`config.mk`:
```
export PLATFORM = sky130hd
export DESIGN_NAME = uart_rx_core_flat
export DESIGN_NICKNAME = d
export VERILOG_FILES = /design/src/rtl/uart_pkg.sv /design/src/rtl/uart_rx_core_if.sv /design/src/rtl/uart_rx_tick_gen.sv /design/src/rtl/uart_rx_core.sv /design/src/flat_wrapper.sv
export SDC_FILE = /design/constraint.sdc
export NUM_CORES = 1
export LEC_CHECK = 0
export ABC_AREA = 0
export ABC_CLOCK_PERIOD_IN_PS = 3100
export CAP_MARGIN = 20
export CORE_MARGIN = 2
export CORE_UTILIZATION = 50
export DETAILED_ROUTE_END_ITERATION = 8
export PLACE_DENSITY = 0.69
export SYNTH_ARGS = -nofsm -noshare
export SYNTH_HDL_FRONTEND = slang
export SYNTH_SLANG_ARGS = --single-unit
```
`constraint.sdc`:
```
create_clock -name clk -period 3.1 [get_ports clk]
set_clock_uncertainty 0.15 [all_clocks]
set_input_delay 0.775 -clock clk [delete_from_list [all_inputs] [get_ports clk]]
set_output_delay 0.775 -clock clk [all_outputs]
set_load 0.02 [all_outputs]
```
`src/rtl/uart_pkg.sv`:
```
// Shared types, defaults and the oversampling divider calculation for the UART receive path.
package uart_pkg;

    typedef enum logic [1:0] {
        IDLE,
        START,
        DATA,
        STOP
    } rx_state_t;

    localparam int DEF_DATA_WIDTH = 8;
    localparam int DEF_STOP_BITS  = 2;

    // Clocks per oversampling tick, rounded to nearest and never below 1.
    function automatic int calc_div(input int clk_freq, input int baudrate, input int oversample);
        int denom;
        int div;
        denom = baudrate * oversample;
        div   = (clk_freq + (denom / 2)) / denom;
        if (div < 1) begin
            div = 1;
        end
        return div;
    endfunction

endpackage

```
`src/rtl/uart_rx_core_if.sv`:
```
// Serial input and received-word outputs of the UART receiver.
interface uart_rx_core_if #(
    parameter int DATA_WIDTH = 8
) ();

    logic                  rx_din;
    logic [DATA_WIDTH-1:0] data_out;
    logic                  rx_valid;
    logic                  frame_err;
    logic                  rx_busy;

    // Line driver / word consumer side.
    modport master (
        output rx_din,
        input  data_out,
        input  rx_valid,
        input  frame_err,
        input  rx_busy
    );

    // Receiver side.
    modport slave (
        input  rx_din,
        output data_out,
        output rx_valid,
        output frame_err,
        output rx_busy
    );

endinterface

```
`src/rtl/uart_rx_tick_gen.sv`:
```
// Free-running oversampling tick generator; clr realigns its phase to a start edge.
module uart_rx_tick_gen import uart_pkg::*; #(
    parameter int CLK_FREQ   = 100_000_000,
    parameter int BAUDRATE   = 9600,
    parameter int OVERSAMPLE = 16
) (
    input  logic clk,
    input  logic rst_n,
    input  logic clr,
    output logic tick
);

    localparam int DIV   = calc_div(CLK_FREQ, BAUDRATE, OVERSAMPLE);
    localparam int CNT_W = (DIV > 1) ? $clog2(DIV) : 1;
    localparam logic [CNT_W-1:0] CNT_LAST = CNT_W'(DIV - 1);

    logic [CNT_W-1:0] r_cnt;
    logic             w_tick;

    assign w_tick = (r_cnt == CNT_LAST);
    assign tick   = w_tick;

    // Count 0..DIV-1, wrapping on the tick and restarting from 0 on clr.
    always_ff @(posedge clk or negedge rst_n) begin
        if (!rst_n) begin
            r_cnt <= '0;
        end else if (clr || w_tick) begin
            r_cnt <= '0;
        end else begin
            r_cnt <= r_cnt + 1'b1;
        end
    end

endmodule

```
`src/rtl/uart_rx_core.sv`:
```
// UART receiver: synchronizer, 3-sample majority voter, frame FSM and shift register.
module uart_rx_core import uart_pkg::*; #(
    parameter int CLK_FREQ   = 100_000_000,
    parameter int BAUDRATE   = 9600,
    parameter int OVERSAMPLE = 16,
    parameter int DATA_WIDTH = DEF_DATA_WIDTH,
    parameter int STOP_BITS  = DEF_STOP_BITS
) (
    input  logic           clk,
    input  logic           rst_n,
    uart_rx_core_if.slave  rx_if
);

    localparam int M     = OVERSAMPLE / 2;
    localparam int IDX_W = $clog2(OVERSAMPLE);
    localparam int BIT_W = (DATA_WIDTH > 1) ? $clog2(DATA_WIDTH) : 1;

    localparam logic [IDX_W-1:0] IDX_PRE  = IDX_W'(M - 1);
    localparam logic [IDX_W-1:0] IDX_MID  = IDX_W'(M);
    localparam logic [IDX_W-1:0] IDX_DEC  = IDX_W'(M + 1);
    localparam logic [IDX_W-1:0] IDX_END  = IDX_W'(OVERSAMPLE - 1);
    localparam logic [BIT_W-1:0] BIT_LAST = BIT_W'(DATA_WIDTH - 1);
    localparam logic [1:0]       STOP_LAST = 2'(STOP_BITS - 1);

    logic                  r_sync1;
    logic                  r_sync2;
    logic                  r_hist;
    logic                  w_fall;
    logic                  w_tick;
    logic                  w_clr;
    logic                  w_maj;
    logic                  w_err_next;

    rx_state_t             r_state;
    logic [IDX_W-1:0]      r_tick_idx;
    logic [BIT_W-1:0]      r_bit_cnt;
    logic [1:0]            r_stop_cnt;
    logic [1:0]            r_samp;
    logic [DATA_WIDTH-1:0] r_shift;
    logic                  r_stop_err;
    logic [DATA_WIDTH-1:0] r_data;
    logic                  r_valid;
    logic                  r_ferr;
    logic                  r_busy;

    // Two-flop synchronizer plus history flop; all idle-high after reset.
    always_ff @(posedge clk or negedge rst_n) begin
        if (!rst_n) begin
            r_sync1 <= 1'b1;
            r_sync2 <= 1'b1;
            r_hist  <= 1'b1;
        end else begin
            r_sync1 <= rx_if.rx_din;
            r_sync2 <= r_sync1;
            r_hist  <= r_sync2;
        end
    end

    assign w_fall = r_hist & ~r_sync2;
    assign w_clr  = (r_state == IDLE) && w_fall;

    uart_rx_tick_gen #(
        .CLK_FREQ   (CLK_FREQ),
        .BAUDRATE   (BAUDRATE),
        .OVERSAMPLE (OVERSAMPLE)
    ) u_tick_gen (
        .clk   (clk),
        .rst_n (rst_n),
        .clr   (w_clr),
        .tick  (w_tick)
    );

    // 2-of-3 vote: two stored samples plus the line value at the decision tick.
    assign w_maj      = (r_samp[0] & r_samp[1]) | (r_samp[0] & r_sync2) | (r_samp[1] & r_sync2);
    assign w_err_next = r_stop_err | ~w_maj;

    // Frame FSM with registered strobes, data and busy.
    always_ff @(posedge clk or negedge rst_n) begin
        if (!rst_n) begin
            r_state    <= IDLE;
            r_tick_idx <= '0;
            r_bit_cnt  <= '0;
            r_stop_cnt <= '0;
            r_samp     <= '0;
            r_shift    <= '0;
            r_stop_err <= 1'b0;
            r_data     <= '0;
            r_valid    <= 1'b0;
            r_ferr     <= 1'b0;
            r_busy     <= 1'b0;
        end else begin
            r_valid <= 1'b0;
            r_ferr  <= 1'b0;
            case (r_state)
                IDLE: begin
                    r_busy <= 1'b0;
                    if (w_fall) begin
                        r_state    <= START;
                        r_tick_idx <= '0;
                        r_bit_cnt  <= '0;
                        r_stop_cnt <= '0;
                        r_stop_err <= 1'b0;
                        r_busy     <= 1'b1;
                    end
                end
                default: begin
                    if (w_tick) begin
                        r_tick_idx <= (r_tick_idx == IDX_END) ? '0 : r_tick_idx + 1'b1;
                        if (r_tick_idx == IDX_PRE) begin
                            r_samp[0] <= r_sync2;
                        end
                        if (r_tick_idx == IDX_MID) begin
                            r_samp[1] <= r_sync2;
                        end
                        if (r_tick_idx == IDX_DEC) begin
                            case (r_state)
                                START: begin
                                    if (w_maj) begin
                                        r_state <= IDLE;
                                        r_busy  <= 1'b0;
                                    end
                                end
                                DATA: begin
                                    r_shift <= {w_maj, r_shift[DATA_WIDTH-1:1]};
                                end
                                STOP: begin
                                    r_stop_err <= w_err_next;
                                    if (r_stop_cnt == STOP_LAST) begin
                                        // Leave at mid-bit so a back-to-back start edge is not missed.
                                        r_state <= IDLE;
                                        r_busy  <= 1'b0;
                                        if (w_err_next) begin
                                            r_ferr <= 1'b1;
                                        end else begin
                                            r_data  <= r_shift;
                                            r_valid <= 1'b1;
                                        end
                                    end else begin
                                        r_stop_cnt <= r_stop_cnt + 1'b1;
                                    end
                                end
                                default: ;
                            endcase
                        end
                        if (r_tick_idx == IDX_END) begin
                            case (r_state)
                                START: r_state <= DATA;
                                DATA: begin
                                    if (r_bit_cnt == BIT_LAST) begin
                                        r_state <= STOP;
                                    end else begin
                                        r_bit_cnt <= r_bit_cnt + 1'b1;
                                    end
                                end
                                default: ;
                            endcase
                        end
                    end
                end
            endcase
        end
    end

    assign rx_if.data_out  = r_data;
    assign rx_if.rx_valid  = r_valid;
    assign rx_if.frame_err = r_ferr;
    assign rx_if.rx_busy   = r_busy;

endmodule

```
`src/flat_wrapper.sv`:
```
// flat-port wrapper written by rule: the top's interface ports become plain ports
module uart_rx_core_flat import uart_pkg::*;
#(
    parameter int CLK_FREQ   = 100_000_000,
    parameter int BAUDRATE   = 9600,
    parameter int OVERSAMPLE = 16,
    parameter int DATA_WIDTH = DEF_DATA_WIDTH,
    parameter int STOP_BITS  = DEF_STOP_BITS
)
  (clk, rst_n, rx_if_rx_din, rx_if_data_out, rx_if_rx_valid, rx_if_frame_err, rx_if_rx_busy);
  uart_rx_core_if #(.DATA_WIDTH(DATA_WIDTH)) rx_if_i ();
  input  logic clk;
  input  logic rst_n;
  input wire logic [$bits(rx_if_i.rx_din)-1:0] rx_if_rx_din;
  output wire logic [$bits(rx_if_i.data_out)-1:0] rx_if_data_out;
  output wire logic [$bits(rx_if_i.rx_valid)-1:0] rx_if_rx_valid;
  output wire logic [$bits(rx_if_i.frame_err)-1:0] rx_if_frame_err;
  output wire logic [$bits(rx_if_i.rx_busy)-1:0] rx_if_rx_busy;
  assign rx_if_i.rx_din = rx_if_rx_din;
  assign rx_if_data_out = rx_if_i.data_out;
  assign rx_if_rx_valid = rx_if_i.rx_valid;
  assign rx_if_frame_err = rx_if_i.frame_err;
  assign rx_if_rx_busy = rx_if_i.rx_busy;
  uart_rx_core #(.CLK_FREQ(CLK_FREQ), .BAUDRATE(BAUDRATE), .OVERSAMPLE(OVERSAMPLE), .DATA_WIDTH(DATA_WIDTH), .STOP_BITS(STOP_BITS)) u_core (.clk(clk), .rst_n(rst_n), .rx_if(rx_if_i));
endmodule
```
### Yosys cells after proc, flatten, opt, wreduce, memory -nomap -nowiden

Cells that the tools add are included.

| word-level totals | value |
|---|---|
| bits in registers | 46 |
| output and inout bits | 11 |
| logic and storage cells | 115 |

| cells by class | value |
|---|---|
| $add $sub $neg | 4 |
| equality and inequality tests | 15 |
| mux-type cells | 51 |
| bitwise logic cells | 11 |
| reductions and logical operators | 18 |

Operators with widths:

| operator | number |
|---|---|
| two-way mux 2 bit | 14 |
| two-way mux 1 bit | 23 |
| two-way mux 3 bit | 6 |
| two-way mux 4 bit | 4 |
| AND reduction 5 bit | 3 |
| equality test 4 bit (second input constant) | 3 |
| adder 10 x 1 -> 10 bit (second input constant) | 1 |
| equality test 10 bit (second input constant) | 1 |
| two-way mux 10 bit | 1 |
| nonzero test 2 bit | 5 |
| case mux 2 bit (2 select lines) | 2 |
| AND reduction 4 bit | 2 |
| inequality test 2 x 1 -> 1 bit (second input constant) | 3 |
| inequality test 3 x 1 -> 1 bit (second input constant) | 2 |
| AND reduction 3 bit | 2 |
| AND reduction 6 bit | 1 |
| adder 4 x 1 -> 4 bit (second input constant) | 1 |
| bitwise AND 1 bit | 4 |
| equality test 2 x 1 -> 1 bit (second input constant) | 2 |
| equality test 2 bit (second input constant) | 2 |
| equality test 4 x 3 -> 1 bit (second input constant) | 1 |
| NOT 1 bit | 4 |
| adder 3 x 1 -> 3 bit (second input constant) | 1 |
| equality test 3 bit (second input constant) | 1 |
| other kinds (8) | 10 |

### Logic depth before layout (Yosys ltp)

Gate-level depths: netlist of the first run.

| logic depth | value |
|---|---|
| depth after elaboration | 11 |
| gate-level depth with buffers | 8 |

### Modules after synthesis

From an unflattened synthesis of the first run, not the netlist that was laid out.

| unflattened totals | value |
|---|---|
| cells, all modules | 191 |
| area, all modules | 2217.1 um^2 |

By module, submodules not included:

| module | times used | cells each | area an instance (um^2) | seq. area each (um^2) |
|---|---|---|---|---|
| uart_rx_core | 1 | 140 | 1704.1 | 904.6 |
| uart_rx_tick_gen | 1 | 51 | 513.0 | 250.2 |

### Least setup slack after synthesis of the first run

OpenSTA, ideal clock, no wires.

| path | value |
|---|---|
| path kind | register to register |
| start | reg u_core.r_state[0] |
| end | reg u_core.r_data[0], in the netlist u_core.rx_if.data_out[0] |
| setup time | 0.125 ns |
| arrival time | 1.902 ns |
| data required time | 2.825 ns |
| slack | 0.923 ns |
| stages on the path, launching flop included | 8 |
| buffers on the path | 1 |
| cells stage by stage | dfrtp_1 > inv_1 > ha_1 > buf_6 > and4bb_2 > nand3_1 > nor3_4 > mux2_2 |

| on the way | value |
|---|---|
| cells in the longest elaborated chain, start to end | 3 |

RTL lines:

| what | line | source |
|---|---|---|
| from (decl) | uart_rx_core.sv:34 | `rx_state_t r_state;` |
| from (signal assigned) | uart_rx_core.sv:80 | `r_state <= IDLE;` |
| from (signal assigned) | uart_rx_core.sv:98 | `r_state <= START;` |
| from (signal assigned) | uart_rx_core.sv:119 | `r_state <= IDLE;` |
| zero test 2 bit | uart_rx_core.sv:94 | `case (r_state)` |
| NOT 1 bit (no source line) | - |  |
| AND reduction 6 bit (no source line) (*) | - |  |
| to (signal assigned) | uart_rx_core.sv:135 | `r_data <= r_shift;` |
| to (decl) | uart_rx_core.sv:41 | `logic [DATA_WIDTH-1:0] r_data;` |

Mark *: on every way between the ends. The rest lies on a longest branch, timed or not.
A chain may end at the register's enable or synchronous reset.

### Worst setup path in the final report of the first run

| path | value |
|---|---|
| start | reg u_core.r_state[0] |
| end | reg u_core.r_data[7], in the netlist u_core.rx_if.data_out[7] |

Same word-level chain as after synthesis.

==> flow_metrics.env, run 1 <==
export IMPL_hold_viol_final=0
export IMPL_finalNetCount=233
export IMPL_synthTopCellsByArea="dfrtp_1 (47%), mux2_2 (8.9%), ha_1 (6.6%), dfstp_2 (3.5%), nor2_1 (3.0%)"
export IMPL_drt_pre_antenna_iters=4
export IMPL_postCtsSetupRepairBufs=0
export IMPL_clk_latency_ps=300
export IMPL_timing_hold_ws_ps=150.2
export IMPL_htreeDepth=2
export IMPL_synth_edf_count=0
export IMPL_syn_cell_area_mm2=0.002283
export IMPL_status="completed"
export IMPL_numCtsBuffers=5
export IMPL_wl_um=4541
export IMPL_arrival_ps=2700
export IMPL_slew_violations=0
export IMPL_cts_hold_buf=0
export IMPL_grt_pass1_wl_um=7734
export IMPL_dp_cells=262
export IMPL_dpl_hpwl_um=3169
export IMPL_root_buffer="clkbuf_8"
export IMPL_overflow=0
export IMPL_viasPerCell=5.934
export IMPL_path_max_fanout=17
export IMPL_max_cap_violations=0
export IMPL_die_area_mm2=0.005124
export IMPL_core_area_mm2=0.004384
export IMPL_synth_area_per_cell_um2=11.30
export IMPL_syn_nets=217
export IMPL_setup_tns_final_ps=0
export IMPL_synth_fa_ha_area_share_pct=7.014
export IMPL_powerDensity_mw_per_mm2=535.8
export IMPL_setup_viol=0
export IMPL_synth_xor_xnor_area_share_pct=3.068
export IMPL_ys_flop_type="dfrtp_1"
export IMPL_num_vias=1608
export IMPL_rsz0062_at_grt="no"
export IMPL_synth_top_family_by_area="simple AND/OR/NAND/NOR gates"
export IMPL_clk_path_buf_depth=2
export IMPL_postRouteAntennaNets=0
export IMPL_drtIter0Drc=127
export IMPL_end_kind="register"
export IMPL_yosysMostFrequentCell="dfrtp_1"
export IMPL_rows=24
export IMPL_ys_seq_area_share_pct=50.58
export IMPL_area_delta_synth_final_pct=14.30
export IMPL_die_height_um=71.58
export IMPL_synth_simple_area_share_pct=18.03
export IMPL_start_util_pct=52.08
export IMPL_worst_pin_slew_ps=549.9
export IMPL_synthArstFlopShare_pct=100.0
export IMPL_synthTopCellsByCount="dfrtp_1 (43), mux2_2 (18), nor2_1 (18), nand2_1 (16), ha_1 (12)"
export IMPL_antenna_found_initial=0
export IMPL_syn_inst=202
export IMPL_ys_seq_elements=46
export IMPL_vdd_drop_max_uv=347.7
export IMPL_grt_pass1_vias=1647
export IMPL_gp_congestion=1.040
export IMPL_hp_class="in2async"
export IMPL_min_period_ps=2672
export IMPL_fmax_mhz=374.3
export IMPL_grt_max_degree=47
export IMPL_leakage_nw=1.198
export IMPL_yosysWarnings=0
export IMPL_crit_required_ps=3130
export IMPL_yosysTopAreaCellShare_pct=47.12
export IMPL_die_x_um=71.58
export IMPL_grt_use_total_pct=19.39
export IMPL_cts_sinks=46
export IMPL_slew_headroom_pct=63.34
export IMPL_yosysTopAreaCell="dfrtp_1"
export IMPL_num_antenna_cells=0
export IMPL_muxShareOfSynthArea_pct=9.753
export IMPL_wire_per_inst_um=16.76
export IMPL_ctsResizeCount=0
export IMPL_period_share_pct=86.18
export IMPL_synth_compound_area_share_pct=8.438
export IMPL_route_detailed_drc=0
export IMPL_cts_clk_slew_worst_paths_ps=80
export IMPL_drive_above_1_share_pct=19.18
export IMPL_synth_cell_types=49
export IMPL_startpoint_type="register"
export IMPL_place_area_mm2=0.002447
export IMPL_io_pins=14
export IMPL_layoutNonFillerInstCount=271
export IMPL_design_area_mm2=0.002610
export IMPL_total_power_mw=1.398
export IMPL_worstSetupPathType="reg2reg"
export IMPL_port_buffers=13
export IMPL_cts_tree="yes"
## power by group
part	internal, mW	total, mW	leakage [nW]	switching, mW
sequential	0.649	0.712	0.606	0.0634
clock	0.344	0.539	0.0714	0.195
combinational	0.0682	0.147	0.520	0.0792
## area by class of cell
cell class / instances / area [um2]
Clock buffer: 6 / 82.58
Clock inverter: 2 / 60.06
Fill cell: 356 / 1774
Inverter: 10 / 37.54
Multi-Input combinational cell: 140 / 1057
Sequential cell: 46 / 1155
Tap cell: 52 / 65.06
Timing Repair Buffer: 15 / 152.6
## routing by layer
| layer | wire, um | up-vias | track usage (%) |
|---|---|---|---|
| li1 | - | 745 | - |
| met1 | 1888 | 798 | 24.72 |
| met2 | 2337 | 53 | 32.30 |
| met3 | 224 | 12 | 4.641 |
| met4 | 91 | 0 | 7.128 |
| met5 | 0 | - | 0 |
## registers in the layout (all words and copies together) (netlist names)
register                 cells
u_core.r_tick_idx            4
u_core.r_hist                1
u_core.r_sync2               1
u_core.rx_if.rx_busy         1
u_core.r_state               2
u_core.r_shift               8
u_core.r_stop_err            1
u_core.r_bit_cnt             3
u_core.r_stop_cnt            2
u_core.rx_if.frame_err       1
u_core.r_sync1               1
u_core.rx_if.rx_valid        1
u_core.rx_if.data_out        8
u_core.u_tick_gen.r_cnt     10
u_core.r_samp                2
## worst max-delay path: stages, from the launching register on
cell	delay, ps
dfrtp_1	470
inv_1	120
ha_1	410
and4bb_2	420
nand3_1	200
nor3_4	400
mux2_2	390
## through the flow
step,utilization [%],worst slack (ps)
6_report,59.53,428.5
5_1_grt,59.53,332.2
4_1_cts,59.08,455.5
3_5_place_dp,55.82,510.9
3_3_place_gp,55.82,666.0
2_1_floorplan,-,923.0
## final timing paths
check	cells past startpoint	end	slack (ps)	from
worst min-delay path	1	u_core.r_stop_cnt[0]$_DFFE_PN0P_	150	rst_n
max in group asynchronous	2	u_core.r_sync2$_DFF_PN1_	2130	rst_n
min in group clk	0	u_core.r_sync2$_DFF_PN1_	210	u_core.r_sync1$_DFF_PN1_
worst min register to register	0	u_core.r_sync2$_DFF_PN1_	210	u_core.r_sync1$_DFF_PN1_
worst max register to register	6	u_core.rx_if.data_out[7]$_DFFE_PN0P_	430	u_core.r_state[0]$_DFFE_PN0P_
worst max-delay path	6	u_core.rx_if.data_out[7]$_DFFE_PN0P_	430	u_core.r_state[0]$_DFFE_PN0P_
## cells in the final DEF (no fill, tap or decap), types with 3 or more instances in the layout
| cell type | synthesis | final |
|---|---|---|
| xnor2_1 | 6 | 6 |
| nand3_1 | 9 | 9 |
| o31ai_1 | 3 | 3 |
| nor2b_1 | 4 | 4 |
| dfrtp_1 | 43 | 43 |
| nor3_1 | 4 | 4 |
| clkdlybuf4s50_1 | 0 | 12 |
| nand2b_1 | 3 | 3 |
| a31o_2 | 3 | 3 |
| dfstp_2 | 3 | 3 |
| clkbuf_8 | 0 | 6 |
| nand2_1 | 16 | 16 |
| inv_1 | 10 | 10 |
| o311ai_0 | 3 | 3 |
| ha_1 | 12 | 12 |
| mux2_2 | 18 | 18 |
| nor2_1 | 18 | 18 |
## logic make-up after synthesis
family | after synthesis
buffers and inverters | 16
muxes | 20
xor gates and xnor gates | 8
and+or+nand+nor | 74
AOI/OAI and AO/OA | 25
DFF | 46
adders and majority gates | 13
Note: power is estimated with default switching activity, not from simulation.
==> run 2, diff against run 1 <==
- CORE_MARGIN: 2 -> unset
- CORE_UTILIZATION: 50 -> 45
- PLACE_DENSITY: 0.69 -> unset
- SYNTH_HIERARCHICAL: unset -> 1
==> flow_metrics.env, run 2 <==
export IMPL_route_detailed_drc=0
export IMPL_hold_viol_final=0
export IMPL_synth_edf_count=0
export IMPL_grt_met2_usage_pct=25.86
export IMPL_min_period_ps=2780
export IMPL_grt_pass1_wl_um=6651
export IMPL_htreeDepth=2
export IMPL_clk_latency_ps=300
export IMPL_wire_per_inst_um=13.75
export IMPL_largest_reg_flops=10
export IMPL_startpoint_type="register"
export IMPL_slowest_stage="or3_1"
export IMPL_mostFrequentLayoutCell="dfrtp_1"
export IMPL_worst_pin_slew_ps=504.4
export IMPL_wl_um=3782
export IMPL_synth_area_per_cell_um2=11.61
export IMPL_postCtsSetupRepairBufs=0
export IMPL_vdd_drop_max_uv=278.1
export IMPL_antenna_found_initial=0
export IMPL_grt_use_met1_pct=22.62
export IMPL_setup_viol=0
export IMPL_cts_sinks=46
export IMPL_ys_seq_area_share_pct=52.09
export IMPL_path_max_fanout=9
export IMPL_ys_seq_elements=46
export IMPL_num_vias=1436
export IMPL_design_area_mm2=0.002510
export IMPL_period_share_pct=89.67
export IMPL_io_pins=14
export IMPL_finalNetCount=222
export IMPL_syn_cell_area_mm2=0.002217
export IMPL_cts_tree="yes"
export IMPL_regToRegSetupSlack_ps=320
export IMPL_core_area_mm2=0.004723
export IMPL_arrival_ps=2820
export IMPL_crit_required_ps=3140
export IMPL_slew_headroom_pct=66.37
export IMPL_yosysTopAreaCellShare_pct=48.53
export IMPL_largest_register="u_core/u_tick_gen/r_cnt"
export IMPL_rsz0062_at_grt="no"
export IMPL_timing_rr_end="u_core/rx_if.data_out[6]$_DFFE_PN0P_"
export IMPL_synthTopCellsByArea="dfrtp_1 (49%), ha_1 (6.8%), mux2_2 (6.1%), mux2_4 (5.4%), dfstp_2 (3.6%)"
export IMPL_syn_nets=206
export IMPL_hp_class="in2async"
export IMPL_reg2reg_from="u_core/u_tick_gen/r_cnt[0]$_DFF_PN0_"
export IMPL_overflow=0
export IMPL_root_buffer="clkbuf_8"
export IMPL_synth_cell_types=45
export IMPL_timing_hold_ws_ps=131.3
export IMPL_rows=25
export IMPL_viasPerCell=5.222
export IMPL_final_seq_area_mm2=0.001155
export IMPL_cts_clk_slew_worst_paths_ps=90
export IMPL_syn_inst=191
export IMPL_grt_pass1_vias=1425
export IMPL_numCtsBuffers=5
export IMPL_fillerInstances=387
export IMPL_drive_above_1_share_pct=20.19
export IMPL_setup_tns_final_ps=0
export IMPL_dp_cells=266
export IMPL_yosysWarnings=6
export IMPL_start_util_pct=46.94
export IMPL_ctsResizeCount=0
export IMPL_multi_input_area_um2=968.4
export IMPL_drt_pre_antenna_iters=4
export IMPL_cts_hold_buf=0
export IMPL_yosysTopAreaCell="dfrtp_1"
export IMPL_leakage_nw=1.212
export IMPL_status="completed"
export IMPL_gp_congestion=0.8252
export IMPL_fmax_mhz=359.7
export IMPL_path_cells="inv_1 -> ha_1 -> nor4b_1 -> and4_1 -> nor2b_1 -> nand4_1 -> or3_1 -> mux2_4"
export IMPL_powerDensity_mw_per_mm2=525.7
export IMPL_worstSetupPathType="reg2reg"
export IMPL_final_util_pct=53.14
export IMPL_die_area_mm2=0.005211
export IMPL_reg2reg_depth=8
export IMPL_area_delta_synth_final_pct=13.21
export IMPL_layoutNonFillerInstCount=275
export IMPL_end_kind="register"
export IMPL_slew_violations=0
export IMPL_die_x_um=72.19
export IMPL_dpl_hpwl_um=2712
export IMPL_synthArstFlopShare_pct=100.0
export IMPL_ys_flop_type="dfrtp_1"
export IMPL_die_height_um=72.19
export IMPL_drtIter0Drc=102
export IMPL_layout_common_cells="dfrtp_1 (43), inv_1 (15), nor2_1 (15)"
export IMPL_yosysMostFrequentCell="dfrtp_1"
export IMPL_postRouteAntennaNets=0
export IMPL_top_usage_layer="met2"
export IMPL_grt_use_total_pct=16.71
export IMPL_place_area_mm2=0.002396
export IMPL_met3_usage_pct=4.167
export IMPL_max_cap_violations=0
export IMPL_port_buffers=13
export IMPL_grt_max_degree=47
export IMPL_synthTopCellsByCount="dfrtp_1 (43), inv_1 (15), nor2_1 (15), ha_1 (12), mux2_2 (12)"
export IMPL_num_antenna_cells=0
export IMPL_cpPeakStageDelay_ps=560
export IMPL_clk_path_buf_depth=2
-- run 2: through the flow --
stage / worst slack [ps] / total power [mW]
6_report: 320.1 / 1.320
5_1_grt: 134.9 / 1.401
4_1_cts: 278.9 / 1.335
3_5_place_dp: 308.8 / 0.9557
3_3_place_gp: 425.3 / 0.9413
2_1_floorplan: 570.2 / 0.8879
-- run 2: kinds of logic after synthesis --
group                      count (synthesis)  share of synthesized area (%)
AOI/OAI and AO/OA                         36                          10.55
DFF                                       46                          52.09
xor gates and xnor gates                   4                          1.580
adders and majority gates                 12                          6.772
muxes                                     20                          11.51
and+or+nand+nor                           52                          13.26
buffers and inverters                     21                          4.232
-- run 2: power by group --
| group | switching (mW) | internal, mW |
|---|---|---|
| Sequential | 0.0737 | 0.662 |
| Clock | 0.210 | 0.163 |
| Combinational | 0.115 | 0.0970 |
-- run 2: how the worst max path moves through the flow --
stage,startpoint,to,depth (start not counted)
2_1_floorplan,u_core/u_tick_gen/r_cnt[0]$_DFF_PN0_,u_core/rx_if.data_out[0]$_DFFE_PN0P_,10
3_3_place_gp,u_core/u_tick_gen/r_cnt[0]$_DFF_PN0_,u_core/rx_if.data_out[2]$_DFFE_PN0P_,8
3_5_place_dp,u_core/u_tick_gen/r_cnt[0]$_DFF_PN0_,u_core/rx_if.data_out[4]$_DFFE_PN0P_,8
4_1_cts,u_core/u_tick_gen/r_cnt[0]$_DFF_PN0_,u_core/rx_if.data_out[6]$_DFFE_PN0P_,8
5_1_grt,u_core/u_tick_gen/r_cnt[0]$_DFF_PN0_,u_core/rx_if.data_out[6]$_DFFE_PN0P_,8
6_report,u_core/u_tick_gen/r_cnt[0]$_DFF_PN0_,u_core/rx_if.data_out[6]$_DFFE_PN0P_,8
-- run 2: layout make-up --
| type | count | area share (%) |
|---|---|---|
| Clock inverter | 3 | 0.9970 |
| Timing Repair Buffer | 15 | 6.082 |
| Multi-Input combinational cell | 124 | 38.58 |
| Tap cell | 67 | 3.340 |
| Clock buffer | 5 | 2.742 |
| Inverter | 15 | 2.243 |
| Sequential cell | 46 | 46.01 |
-- run 2: per-layer routing --
metal | up-vias | wire (um)
met2 | 25 | 1752
met3 | 6 | 154
met4 | 0 | 59
li1 | 704 | -
met1 | 701 | 1816
met5 | - | 0
-- run 2: worst max-delay path, delay by kind of cell (launching register included) --
family                   cells  cell delay (ps)
buffers and inverters        1               70
adder cells (fa/ha/maj)      1              130
AND/OR/NAND/NOR              5             1520
flip-flops                   1              430
multiplexers                 1              370
==> run 3, diff against run 2 <==
- SLEW_MARGIN: unset -> 20
==> flow_metrics.env, run 3 (synthesized netlist as in run 2, its figures left out) <==
export IMPL_cts_sinks=46
export IMPL_antenna_found_initial=0
export IMPL_path_cells="inv_1 -> ha_1 -> nor4b_1 -> and4_1 -> nor2b_1 -> nand4_1 -> or3_1 -> mux2_4"
export IMPL_clk_path_buf_depth=2
export IMPL_slew_headroom_pct=62.13
export IMPL_io_pins=14
export IMPL_worst_pin_slew_ps=568.0
export IMPL_p_int_mw=0.9193
export IMPL_die_height_um=72.19
export IMPL_arrival_ps=2820
export IMPL_grt_max_degree=47
export IMPL_regToRegSetupSlack_ps=320
export IMPL_start_util_pct=46.94
export IMPL_clkPwrFrac_pct=28.2
export IMPL_num_antenna_cells=0
export IMPL_top_usage_layer="met2"
export IMPL_cpPeakStageDelay_ps=560
export IMPL_place_ws_ps=308.8
export IMPL_setup_tns_final_ps=0
export IMPL_drtIter0Drc=79
export IMPL_drt_pre_antenna_iters=4
export IMPL_finalNetCount=221
export IMPL_area_delta_synth_final_pct=12.42
export IMPL_period_share_pct=89.67
export IMPL_vdd_drop_max_uv=275.9
export IMPL_viasPerCell=5.241
export IMPL_reg2reg_depth=8
export IMPL_cp_startpoint="u_core/u_tick_gen/r_cnt[0]$_DFF_PN0_"
export IMPL_clk_latency_ps=300
export IMPL_hp_class="reg2reg"
export IMPL_mostFrequentLayoutCell="dfrtp_1"
export IMPL_reg2reg_from="u_core/u_tick_gen/r_cnt[0]$_DFF_PN0_"
export IMPL_switchingPower_mw=0.3969
export IMPL_overflow=0
export IMPL_slowest_stage="or3_1"
export IMPL_timing_rr_end="u_core/rx_if.data_out[6]$_DFFE_PN0P_"
export IMPL_slew_violations=0
export IMPL_rows=25
export IMPL_crit_path_end="u_core/rx_if.data_out[6]$_DFFE_PN0P_"
export IMPL_p_comb_share_pct=15.9
export IMPL_hold_viol_final=0
export IMPL_multi_input_area_um2=968.4
export IMPL_port_buffers=13
export IMPL_die_x_um=72.19
export IMPL_num_vias=1436
export IMPL_drive_above_1_share_pct=19.81
export IMPL_grt_met2_usage_pct=25.86
export IMPL_postRouteAntennaNets=0
export IMPL_postCtsSetupRepairBufs=0
export IMPL_cts_hold_buf=0
export IMPL_final_seq_area_mm2=0.001155
export IMPL_largest_reg_flops=10
export IMPL_leakage_nw=1.204
export IMPL_wire_per_inst_um=13.92
export IMPL_powerDensity_mw_per_mm2=528.1
export IMPL_min_period_ps=2780
export IMPL_setup_viol=0
export IMPL_ctsResizeCount=0
export IMPL_core_area_mm2=0.004723
export IMPL_gp_congestion=0.8252
export IMPL_fmax_mhz=359.8
export IMPL_status="completed"
export IMPL_max_cap_violations=0
export IMPL_largest_register="u_core/u_tick_gen/r_cnt"
export IMPL_fillerInstances=389
export IMPL_route_detailed_drc=0
export IMPL_path_max_fanout=9
export IMPL_numCtsBuffers=5
export IMPL_die_area_mm2=0.005211
export IMPL_worst_slack_ps=320.3
export IMPL_cts_tree="yes"
export IMPL_end_kind="register"
export IMPL_wl_um=3813
export IMPL_layout_common_cells="dfrtp_1 (43), inv_1 (15), nor2_1 (15)"
export IMPL_grt_pass1_vias=1425
export IMPL_htreeDepth=2
export IMPL_pwr_share_seq_pct=55.9
export IMPL_grt_use_total_pct=16.71
export IMPL_swShare_pct=30.15
export IMPL_dpl_hpwl_um=2712
export IMPL_grt_pass1_wl_um=6651
export IMPL_rsz0062_at_grt="no"
export IMPL_root_buffer="clkbuf_8"
export IMPL_crit_required_ps=3140
export IMPL_cts_clk_slew_worst_paths_ps=90
export IMPL_met3_usage_pct=4.167
export IMPL_startpoint_type="register"
export IMPL_worstSetupPathType="reg2reg"
export IMPL_grt_use_met1_pct=22.62
-- run 3: changes by cell type in the layout (fill, tap and decap cells not counted), sizes merged --
| cell | before | now |
|---|---|---|
| buf | 3 | 2 |
-- run 3: worst max-delay path, delay by kind of cell, from the launching register on --
| kind | cells | cell delay [ps] |
|---|---|---|
| multiplexers | 1 | 370 |
| flip-flops | 1 | 430 |
| AND/OR/NAND/NOR | 5 | 1520 |
| buffers and inverters | 1 | 70 |
| adder cells (fa/ha/maj) | 1 | 130 |
-- run 3: final cells by class --
type                            instances  area share (%)
Sequential cell                        46           46.34
Multi-Input combinational cell        124           38.86
Timing Repair Buffer                   14           5.422
Tap cell                               67           3.363
Clock buffer                            5           2.761
Inverter                               15           2.259
Clock inverter                          3           1.004
-- run 3: through the flow --
step                      instances  power (mW)  cell area (um2)  utilization (%)  hold WS [ps]
final                           274       1.316             2492            52.77         209.3
after CTS                       274       1.335             2490            52.72         218.4
after global routing            274       1.398             2492            52.77         212.1
after detailed placement        266      0.9557             2396            50.73         205.7
after global placement          266      0.9413             2396            50.73         207.3
after floorplan                 191      0.8879             2217                -         195.2
-- run 3: power groups by stage --
stage                     Combinational (mW)  Sequential (mW)  Clock, mW
after floorplan                        0.162            0.726          0
after global placement                 0.201            0.740          0
after detailed placement               0.211            0.745          0
after CTS                              0.211            0.734      0.389
after global routing                   0.240            0.747      0.411
final                                  0.209            0.736      0.371
-- run 3: layer usage --
metal | vias up | wire length (um) | part of all wire (%)
met1 | 704 | 1868 | 49
met4 | 0 | 53 | 1.4
li1 | 702 | - | -
met5 | - | 0 | 0
met2 | 24 | 1746 | 46
met3 | 6 | 145 | 3.8
-- run 3: how the worst min path moves through the flow --
| stage | startpoint | to | slack (ps) | cells past startpoint |
|---|---|---|---|---|
| after floorplan | u_core/r_sync1$_DFF_PN1_ | u_core/r_sync2$_DFF_PN1_ | 200 | 0 |
| after global placement | u_core/r_sync1$_DFF_PN1_ | u_core/r_sync2$_DFF_PN1_ | 210 | 0 |
| after detailed placement | u_core/r_sync1$_DFF_PN1_ | u_core/r_sync2$_DFF_PN1_ | 210 | 0 |
| after CTS | u_core/r_sync1$_DFF_PN1_ | u_core/r_sync2$_DFF_PN1_ | 220 | 0 |
| after global routing | u_core/r_sync1$_DFF_PN1_ | u_core/r_sync2$_DFF_PN1_ | 210 | 0 |
| final | u_core/r_sync1$_DFF_PN1_ | u_core/r_sync2$_DFF_PN1_ | 210 | 0 |
